$ cat config.mk
export PLATFORM = sky130hd
export DESIGN_NAME = seq_divider
export DESIGN_NICKNAME = d
export VERILOG_FILES = /design/src/rtl/div_pkg.sv /design/src/rtl/div_signfix.sv /design/src/rtl/seq_divider.sv
export SDC_FILE = /design/constraint.sdc
export NUM_CORES = 1
export LEC_CHECK = 0
export BUFFER_PORTS_ARGS = -buffer_cell sky130_fd_sc_hd__buf_2
export CAP_MARGIN = 40
export CORE_AREA = 2 2 237 239
export DETAILED_ROUTE_END_ITERATION = 6
export DIE_AREA = 0 0 239 241
export HOLD_SLACK_MARGIN = 0.15
export SETUP_SLACK_MARGIN = 0.1
export SYNTH_ARGS = -nofsm -noshare
export SYNTH_HDL_FRONTEND = slang
export SYNTH_HIERARCHICAL = 1
export SYNTH_SLANG_ARGS = --single-unit
$ cat constraint.sdc
create_clock -name clk -period 9.05 [get_ports clk]
set_input_delay 0.905 -clock clk [delete_from_list [all_inputs] [get_ports clk]]
set_output_delay 0.905 -clock clk [all_outputs]
set_load 0.01 [all_outputs]
$ cat src/rtl/div_pkg.sv
// Shared types and helpers for the sequential divider: FSM encoding and
// sign/magnitude conversion on a widest-case (64+1 bit) word.
package div_pkg;

  localparam int MAX_W = 64;
  localparam int EXT_W = MAX_W + 1;

  localparam logic [1:0] ST_IDLE = 2'd0;
  localparam logic [1:0] ST_CALC = 2'd1;
  localparam logic [1:0] ST_DONE = 2'd2;

  typedef enum logic [1:0] {
    IDLE = ST_IDLE,
    CALC = ST_CALC,
    DONE = ST_DONE
  } state_t;

  // Callers sign- or zero-extend into EXT_W bits, so MIN of a 64-bit operand
  // still has a representable magnitude.
  function automatic logic [EXT_W-1:0] abs_ext(input logic [EXT_W-1:0] value,
                                               input logic is_signed);
    logic [EXT_W-1:0] res;
    if (is_signed && value[EXT_W-1]) begin
      res = (~value) + {{(EXT_W-1){1'b0}}, 1'b1};
    end else begin
      res = value;
    end
    return res;
  endfunction

  function automatic logic [EXT_W-1:0] neg_if(input logic [EXT_W-1:0] value,
                                              input logic cond);
    logic [EXT_W-1:0] res;
    if (cond) begin
      res = (~value) + {{(EXT_W-1){1'b0}}, 1'b1};
    end else begin
      res = value;
    end
    return res;
  endfunction

endpackage

$ cat src/rtl/div_signfix.sv
// Turns unsigned magnitude results into final quotient/remainder, applying
// sign restoration and the divide-by-zero / MIN/-1 overrides.
module div_signfix
  import div_pkg::*;
#(
  parameter int WIDTH = 32
) (
  input  logic [WIDTH-1:0] q_mag,
  input  logic [WIDTH-1:0] r_mag,
  input  logic [WIDTH-1:0] dividend,
  input  logic             q_neg,
  input  logic             r_neg,
  input  logic             dz,
  input  logic             ov,
  output logic [WIDTH-1:0] quotient,
  output logic [WIDTH-1:0] remainder,
  output logic             div_by_zero,
  output logic             overflow
);

  logic [EXT_W-1:0] q_fix_s;
  logic [EXT_W-1:0] r_fix_s;

  // Sign restoration, then special-case overrides take priority.
  always_comb begin
    q_fix_s     = neg_if({{(EXT_W-WIDTH){1'b0}}, q_mag}, q_neg);
    r_fix_s     = neg_if({{(EXT_W-WIDTH){1'b0}}, r_mag}, r_neg);
    div_by_zero = dz;
    overflow    = ov & ~dz;
    if (dz) begin
      quotient  = {WIDTH{1'b1}};
      remainder = dividend;
    end else if (ov) begin
      quotient  = dividend;
      remainder = {WIDTH{1'b0}};
    end else begin
      quotient  = q_fix_s[WIDTH-1:0];
      remainder = r_fix_s[WIDTH-1:0];
    end
  end

endmodule

$ cat src/rtl/seq_divider.sv
// Radix-2 restoring divider, one quotient bit per cycle, signed or unsigned
// per operation, with valid/ready handshakes on both sides.
module seq_divider
  import div_pkg::*;
#(
  parameter int WIDTH = 32
) (
  input  logic             clk,
  input  logic             rst,
  input  logic             in_valid,
  output logic             in_ready,
  input  logic             in_signed,
  input  logic [WIDTH-1:0] dividend,
  input  logic [WIDTH-1:0] divisor,
  output logic             out_valid,
  input  logic             out_ready,
  output logic [WIDTH-1:0] quotient,
  output logic [WIDTH-1:0] remainder,
  output logic             div_by_zero,
  output logic             overflow
);

  localparam int CNT_W = $clog2(WIDTH);

  state_t           state_r, state_next_s;
  logic [CNT_W-1:0] cnt_r;
  logic [WIDTH-1:0] rem_r, quo_r, den_r, dvd_r;
  logic             q_neg_r, r_neg_r, dz_r, ov_r;
  logic [WIDTH-1:0] quotient_r, remainder_r;
  logic             div_by_zero_r, overflow_r;

  logic             accept_s, last_s, ge_s;
  logic [EXT_W-1:0] a_abs_s, b_abs_s;
  logic [WIDTH:0]   shifted_s, diff_s;
  logic [WIDTH-1:0] rem_next_s, quo_next_s;
  logic [WIDTH-1:0] q_fin_s, r_fin_s;
  logic             dz_fin_s, ov_fin_s;

  assign in_ready    = (state_r == IDLE);
  assign out_valid   = (state_r == DONE);
  assign quotient    = quotient_r;
  assign remainder   = remainder_r;
  assign div_by_zero = div_by_zero_r;
  assign overflow    = overflow_r;

  assign accept_s = in_valid & in_ready;
  assign last_s   = (cnt_r == CNT_W'(0));

  // Operand magnitudes and one restoring trial-subtract step.
  always_comb begin
    a_abs_s = abs_ext({{(EXT_W-WIDTH){in_signed & dividend[WIDTH-1]}}, dividend}, in_signed);
    b_abs_s = abs_ext({{(EXT_W-WIDTH){in_signed & divisor[WIDTH-1]}}, divisor}, in_signed);
    shifted_s = {rem_r, quo_r[WIDTH-1]};
    diff_s    = shifted_s - {1'b0, den_r};
    ge_s      = (shifted_s >= {1'b0, den_r});
    if (ge_s) begin
      rem_next_s = diff_s[WIDTH-1:0];
    end else begin
      rem_next_s = shifted_s[WIDTH-1:0];
    end
    quo_next_s = {quo_r[WIDTH-2:0], ge_s};
  end

  div_signfix #(.WIDTH(WIDTH)) u_signfix (
    .q_mag       (quo_next_s),
    .r_mag       (rem_next_s),
    .dividend    (dvd_r),
    .q_neg       (q_neg_r),
    .r_neg       (r_neg_r),
    .dz          (dz_r),
    .ov          (ov_r),
    .quotient    (q_fin_s),
    .remainder   (r_fin_s),
    .div_by_zero (dz_fin_s),
    .overflow    (ov_fin_s)
  );

  // State register.
  always_ff @(posedge clk or posedge rst) begin
    if (rst) begin
      state_r <= IDLE;
    end else begin
      state_r <= state_next_s;
    end
  end

  // Next-state logic; DONE always returns through IDLE so in_valid held
  // across DONE is only accepted once.
  always_comb begin
    state_next_s = state_r;
    case (state_r)
      IDLE: begin
        if (in_valid) state_next_s = CALC;
        else          state_next_s = IDLE;
      end
      CALC: begin
        if (last_s) state_next_s = DONE;
        else        state_next_s = CALC;
      end
      DONE: begin
        if (out_ready) state_next_s = IDLE;
        else           state_next_s = DONE;
      end
      default: state_next_s = IDLE;
    endcase
  end

  // Operand capture, iteration datapath and result registers.
  always_ff @(posedge clk or posedge rst) begin
    if (rst) begin
      cnt_r         <= CNT_W'(0);
      rem_r         <= {WIDTH{1'b0}};
      quo_r         <= {WIDTH{1'b0}};
      den_r         <= {WIDTH{1'b0}};
      dvd_r         <= {WIDTH{1'b0}};
      q_neg_r       <= 1'b0;
      r_neg_r       <= 1'b0;
      dz_r          <= 1'b0;
      ov_r          <= 1'b0;
      quotient_r    <= {WIDTH{1'b0}};
      remainder_r   <= {WIDTH{1'b0}};
      div_by_zero_r <= 1'b0;
      overflow_r    <= 1'b0;
    end else begin
      case (state_r)
        IDLE: begin
          if (accept_s) begin
            cnt_r   <= CNT_W'(WIDTH - 1);
            rem_r   <= {WIDTH{1'b0}};
            quo_r   <= a_abs_s[WIDTH-1:0];
            den_r   <= b_abs_s[WIDTH-1:0];
            dvd_r   <= dividend;
            q_neg_r <= in_signed & (dividend[WIDTH-1] ^ divisor[WIDTH-1]);
            r_neg_r <= in_signed & dividend[WIDTH-1];
            dz_r    <= (divisor == {WIDTH{1'b0}});
            ov_r    <= in_signed && (dividend == {1'b1, {(WIDTH-1){1'b0}}})
                                 && (divisor == {WIDTH{1'b1}});
          end
        end
        CALC: begin
          rem_r <= rem_next_s;
          quo_r <= quo_next_s;
          if (last_s) begin
            quotient_r    <= q_fin_s;
            remainder_r   <= r_fin_s;
            div_by_zero_r <= dz_fin_s;
            overflow_r    <= ov_fin_s;
          end else begin
            cnt_r <= cnt_r - CNT_W'(1);
          end
        end
        DONE: begin
        end
        default: begin
        end
      endcase
    end
  end

endmodule

=== Word-level counts from Yosys, hierarchy flattened ===
Index checks and enable logic that the tools add are counted.

* Flip-flop bits (word level): 205
* Input port bits: 69
* Output and inout bits: 68
* Word-level logic and storage cells: 70

* Add/subtract/negate cells: 6
* Magnitude comparators: 1
* Eq/ne operators: 6
* Multiplexer cells: 20
* Bitwise gates (word level): 11
* Reductions and logical operators: 12

{| class="wikitable"
|+ Operators with widths
! cell !! count
|-
| 32-bit two-way mux || 11
|-
| 32-bit by 1-bit adder with 32-bit output (second input constant) || 4
|-
| 32-bit inverter || 4
|-
| 32-bit case mux with 2 select lines || 2
|-
| 32-bit == test (second input constant) || 2
|-
| 33-bit by 32-bit >= comparator with 1-bit output || 1
|-
| 32-bit zero test || 1
|-
| 32-bit subtractor || 1
|-
| 5-bit two-way mux || 2
|-
| 5-bit case mux with 2 select lines || 1
|-
| 2-bit case mux with 3 select lines || 1
|-
| 2-bit AND reduction || 3
|-
| 1-bit bitwise AND || 5
|-
| 5-bit zero test || 1
|-
| 5-bit by 1-bit subtractor with 5-bit output (second input constant) || 1
|-
| 1-bit logical AND || 4
|-
| 2-bit two-way mux || 2
|-
| 3-bit AND reduction || 1
|-
| 2-bit by 1-bit == test with 1-bit output (second input constant) || 1
|-
| 2-bit == test (second input constant) || 1
|-
| 2-bit zero test || 1
|-
| 2-bit by 1-bit != test with 1-bit output (second input constant) || 1
|-
| 2-bit != test (second input constant) || 1
|-
| 2-bit nonzero test || 1
|-
| other kinds (3) || 3
|}

=== Longest topological paths before layout ===
* Word-level depth: 7
* Mapped depth: 22
* Gate-level depth less buffers: 19

=== Hierarchy ===
The synthesis kept the hierarchy.

{| class="wikitable"
|+ Modules (own cells, without submodules)
! module !! times used !! cells each !! area an instance (µm²) !! seq. area each (µm²)
|-
| seq_divider || 1 || 1194 || 11438.5 || 5129.9
|-
| div_signfix || 1 || 369 || 2210.9 || 0.0
|}

=== Worst setup path after synthesis ===
OpenSTA, ideal clock, no wires.

* Kind: register -> register
* From: register rem_r[14]
* To: register remainder_r[27], in the netlist remainder[27]
* Library setup time: 0.125 ns
* Arrival: 4.158 ns
* Required time: 8.925 ns
* Path slack: 4.767 ns
* Stages on the path, launching flop included: 19
* Buffers on the path: 3
* Period minus slack after synthesis: 4.283 ns
* Cells stage by stage: dfrtp_1 -> ha_1 -> buf_2 -> nand4_2 -> nor4_2 -> nand2b_1 -> o2111ai_2 -> nand4_2 -> and2_4 -> buf_6 -> inv_6 -> buf_6 -> mux2_4 -> nor4_1 -> nand3_1 -> o41ai_1 -> xor2_1 -> o22ai_1 -> mux2_2

* Longest elaborated chain between the ends: 7
* Elaborated cells between the ends (all ways): 8
* Classes of those cells: add/sub: 2; order compare: 1; mux: 4; bitwise: 1

{| class="wikitable"
|+ Ends and longest elaborated chain
! what !! line !! source
|-
| start, declared || seq_divider.sv:27 || <nowiki>logic [WIDTH-1:0] rem_r, quo_r, den_r, dvd_r;</nowiki>
|-
| start signal, assigned || seq_divider.sv:112 || <nowiki>rem_r <= {WIDTH{1'b0}};</nowiki>
|-
| start signal, assigned || seq_divider.sv:129 || <nowiki>rem_r <= {WIDTH{1'b0}};</nowiki>
|-
| start signal, assigned || seq_divider.sv:141 || <nowiki>rem_r <= rem_next_s;</nowiki>
|-
| 33-bit by 32-bit >= comparator with 1-bit output || seq_divider.sv:55 || <nowiki>ge_s = (shifted_s >= {1'b0, den_r});</nowiki>
|-
| 32-bit two-way mux || seq_divider.sv:56 || <nowiki>if (ge_s) begin</nowiki>
|-
| named net rem_next_s[10] || seq_divider.sv:35 || <nowiki>logic [WIDTH-1:0] rem_next_s, quo_next_s;</nowiki>
|-
| 32-bit inverter || div_pkg.sv:35 || <nowiki>res = (~value) + {{(EXT_W-1){1'b0}}, 1'b1};</nowiki>
|-
| 32-bit by 1-bit adder with 32-bit output || div_pkg.sv:35 ||
|-
| 32-bit two-way mux || div_pkg.sv:34 || <nowiki>if (cond) begin</nowiki>
|-
| 32-bit two-way mux || div_signfix.sv:33 || <nowiki>end else if (ov) begin</nowiki>
|-
| 32-bit two-way mux || div_signfix.sv:30 || <nowiki>if (dz) begin</nowiki>
|-
| named net r_fin_s[27] || seq_divider.sv:36 || <nowiki>logic [WIDTH-1:0] q_fin_s, r_fin_s;</nowiki>
|-
| end signal, assigned || seq_divider.sv:121 || <nowiki>remainder_r <= {WIDTH{1'b0}};</nowiki>
|-
| end signal, assigned || seq_divider.sv:145 || <nowiki>remainder_r <= r_fin_s;</nowiki>
|-
| end, declared || seq_divider.sv:29 || <nowiki>logic [WIDTH-1:0] quotient_r, remainder_r;</nowiki>
|}

The timed path passes the listed nets, and every way through them passes these cells.
A chain may end at the register's enable or synchronous reset.

=== Worst setup path after layout ===
* From: register rem_r[25]
* To: register remainder_r[16], in the netlist remainder[16]

The elaborated chain is that of the path after synthesis.

==> impl_results.md <==
* Area added between synthesis and finish at 18.1%
* HPWL after DPL at 35.9 mm
* Syn nets at 1671
* Post-synth cell types at 80
* Crit end category: flip-flop
* Mapped Cells at 1563
* Final slew viol count at 0
* Antenna violations before repair at 13
* Largest net degree at the start of global routing at 90
* TritonCTS sink count at 205
* Max-slew headroom at 38.3%
* Leakage at 0.00706 µW
* PwrDens at 476 nW/µm²
* Row count at 86
* Top_reg_cell synth: dfrtp_1
* Total global-route track usage at 15.9%
* Filler instances at 5840
* Crit path DAT at 5850 ps
* CP Cell Sequence: ha_1 -> a21o_1 -> a21o_1 -> a21oi_1 -> o21ai_0 -> a21oi_1 -> and2_4 -> inv_6 -> nor2_1 -> nor2_1 -> inv_1 -> ha_1 -> nor4b_1 -> nand4_1 -> o21ai_0 -> xor2_1 -> o21ai_0 -> mux2_2
* Final setup viols at 0
* Syn. warnings at 6
* Wl on met1 at 20.8 mm
* Register area share after synthesis at 37.6%
* Maximum clock insertion buffer count at 3
* WS Path Type: flip-flop to flip-flop
* Nets at 1768
* DRC violations left at 0
* Reg2Reg Depth at 18
* CP peak stage delay at 490 ps
* Routed length on met3 at 3.80 mm
* Share of the synthesized area in the top cell type at 37.6%
* Total power at 7680 µW
* Final worst-path cycle share at 59.4%
* Mapped cell area at 13600 µm²
* Area leader, netlist: dfrtp_1
* Slowest cell on crit path: o21ai_0
* Worst R2R End: remainder[16]
* WL/cell at 19.8 µm
* Routed vias at 12400
* CP startpoint kind: flip-flop
* #FFs+latches synth at 205
* Worst Setup EP: remainder[16]
* # Max-Cap Violations at 0
* Hold Path Class: primary input to asynchronous set/reset pin
* Number of synthesized flops with an enable pin at 0
* Clk Latency, worst-skew pair at 550 ps
* Syn Area/Cell at 8.73 µm²
* Fmax at 186 MHz
* Post-cts sizing count at 0
* CTS Root Cell: clkbuf_16
* Setup bufs post-CTS at 0
* Reg-to-reg startpoint: rem_r[25]
* Vias per cell at 5.20
* RSZ-0062 raised after global routing: no
* Final hold violation count at 0
* Share of flip-flops with an asynchronous set or reset at 100%
* Die X at 239 µm
* Count of input and output buffers at 136
* Initial drt markers at 1114
* Clock skew at 19.1 ps
* Worst path required time at 9520 ps
* Crit. Startpoint: rem_r[25]
* CTS tree: built
* Routability Congestion at 0.855
* First-pass DRT Iterations at 5
* Setup TNS Final at 0 ps
* Fraction of layout cells with a size suffix above 1 at 19.0%
* CTS H-Tree Depth at 1
* R2R setup slack at 3670 ps
* Top Layer Used: met5
* Clk pin slew, worst setup/hold paths at 60 ps
* Largest cells by area after synthesis: dfrtp_1 38%, nand2_1 6.4%, mux2_2 5.8%
* Core ar. at 54900 µm²
* Ports at 137
* Number of global-route vias before repair at 11900
* Worst-margin pin slew at 917 ps
* Routed WL at 47.2 mm
* Largest fanout on the critical path at 34
* Worst IR Drop VDD at 204 µV
* Die area at 57600 µm²
* Number of nets with antenna violations after routing at 0
* GRT Residual Overflow at 0
* Status: finished, final reports clean
* Met2 wire len at 20.7 mm
* Die height at 241 µm
* TritonCTS Buffers at 24
* Hold buffer count at cts at 0
* First-pass GRT wire length at 71.5 mm
* Fin crit period at 5380 ps
* CP most frequent cell: o21ai_0
* Initial Utilization at 24.9%
[cell type report]
cell class | instances | area [µm²] | share of cell area [%]
clock buffer | 29 | 671 | 4.16
clock inverter | 14 | 283 | 1.75
timing repair buffer | 156 | 938 | 5.82
antenna | 4 | 10.0 | 0.0621
inverter | 67 | 264 | 1.64
tap | 704 | 881 | 5.46
multi-input combinational | 1206 | 7950 | 49.3
sequential | 205 | 5130 | 31.8
[placed cells by master, fill, tap and decap left out, types with 7 or more instances in the layout]
master,instances
a21oi_1,92
nor2_1,88
nand3_1,27
or4_1,10
clkbuf_16,25
nand2_1,232
nor3_1,25
ha_1,38
mux2i_1,7
o21ai_0,153
o22ai_1,31
inv_1,65
bufinv_16,8
nand4_1,15
dfrtp_1,205
nor4_1,22
mux2_2,70
a31oi_1,7
a21o_1,13
a32oi_1,9
and3_1,11
o211ai_1,15
o41ai_1,19
xor2_1,85
o31ai_1,28
xnor2_1,46
buf_2,136
or3_1,17
buf_4,12
a22o_1,22
a22oi_1,15
mux2_4,12
[how the worst min path moves through the flow]
stage / cells past startpoint / to / slack (ps) / from
finish: 2 / den_r[12] / 430 / rst
global route: 2 / den_r[21] / 500 / den_r[21]
CTS: 2 / den_r[12] / 490 / rst
detailed placement: 2 / dvd_r[28] / 470 / dvd_r[28]
global placement: 2 / dvd_r[27] / 460 / dvd_r[27]
floorplan: 2 / dvd_r[27] / 450 / dvd_r[27]
[worst max-delay path, delay by kind of cell (launching register included)]
| kind | cells | cell delay [ps] |
|---|---|---|
| adder cells (fa/ha/maj) | 2 | 580 |
| buffers and inverters | 2 | 320 |
| AND/OR/NAND/NOR | 5 | 1600 |
| AO/OA/AOI/OAI | 7 | 2000 |
| XOR/XNOR | 1 | 110 |
| multiplexers | 1 | 260 |
| flip-flops | 1 | 410 |
[report_power, final]
group	switching (µW)	total, µW	internal, µW
registers	438	1790	1350
logic	2800	4710	1900
clock network	425	1180	756
[kinds of logic after synthesis]
family / after synthesis / share of synthesized area (%)
AO/OA/AOI/OAI: 449 / 20.9
multiplexers: 89 / 7.61
buffers and inverters: 152 / 4.53
flip-flops: 205 / 37.6
XOR/XNOR: 131 / 8.41
adder cells (fa/ha/maj): 39 / 3.63
AND/OR/NAND/NOR: 498 / 17.3
[registers in the layout, indices dropped and copies added (netlist names)]
register and count:
q_neg_r 1, rem_r 32, state_r 2, dz_r 1
ov_r 1, remainder 32, r_neg_r 1, overflow 1
div_by_zero 1, quotient 32, quo_r 32, den_r 32
dvd_r 32, cnt_r 5
[per-layer routing]
metal / track usage, % / vias to the layer above
met5: 0 / -
met4: 6.46 / 18
met3: 4.11 / 117
met2: 24.9 / 429
met1: 21.0 / 5985
li1: - / 5843
[through the flow]
stage          setup slack, ps  utilization, %  hold slack (ps)  cell area (µm²)  std cells
5_1_grt                   3300            29.4              498            16100       2383
3_3_place_gp              3940            27.3              463            15000       2330
6_report                  3670            29.4              428            16100       2385
3_5_place_dp              3860            27.6              471            15200       2338
2_1_floorplan             2550               -              446            13600       1563
4_1_cts                   3830            29.4              486            16100       2381
[cell usage after synthesis, types with 31 or more instances]
cell and count:
xnor2_1 46, nor2_1 91, o21ai_0 153, o22ai_1 31, dfrtp_1 205, xor2_1 85, ha_1 38, a21oi_1 92
clkbuf_1 73, inv_1 66, nand2_1 233, mux2_2 70
Power figures use the tool's default switching activity.
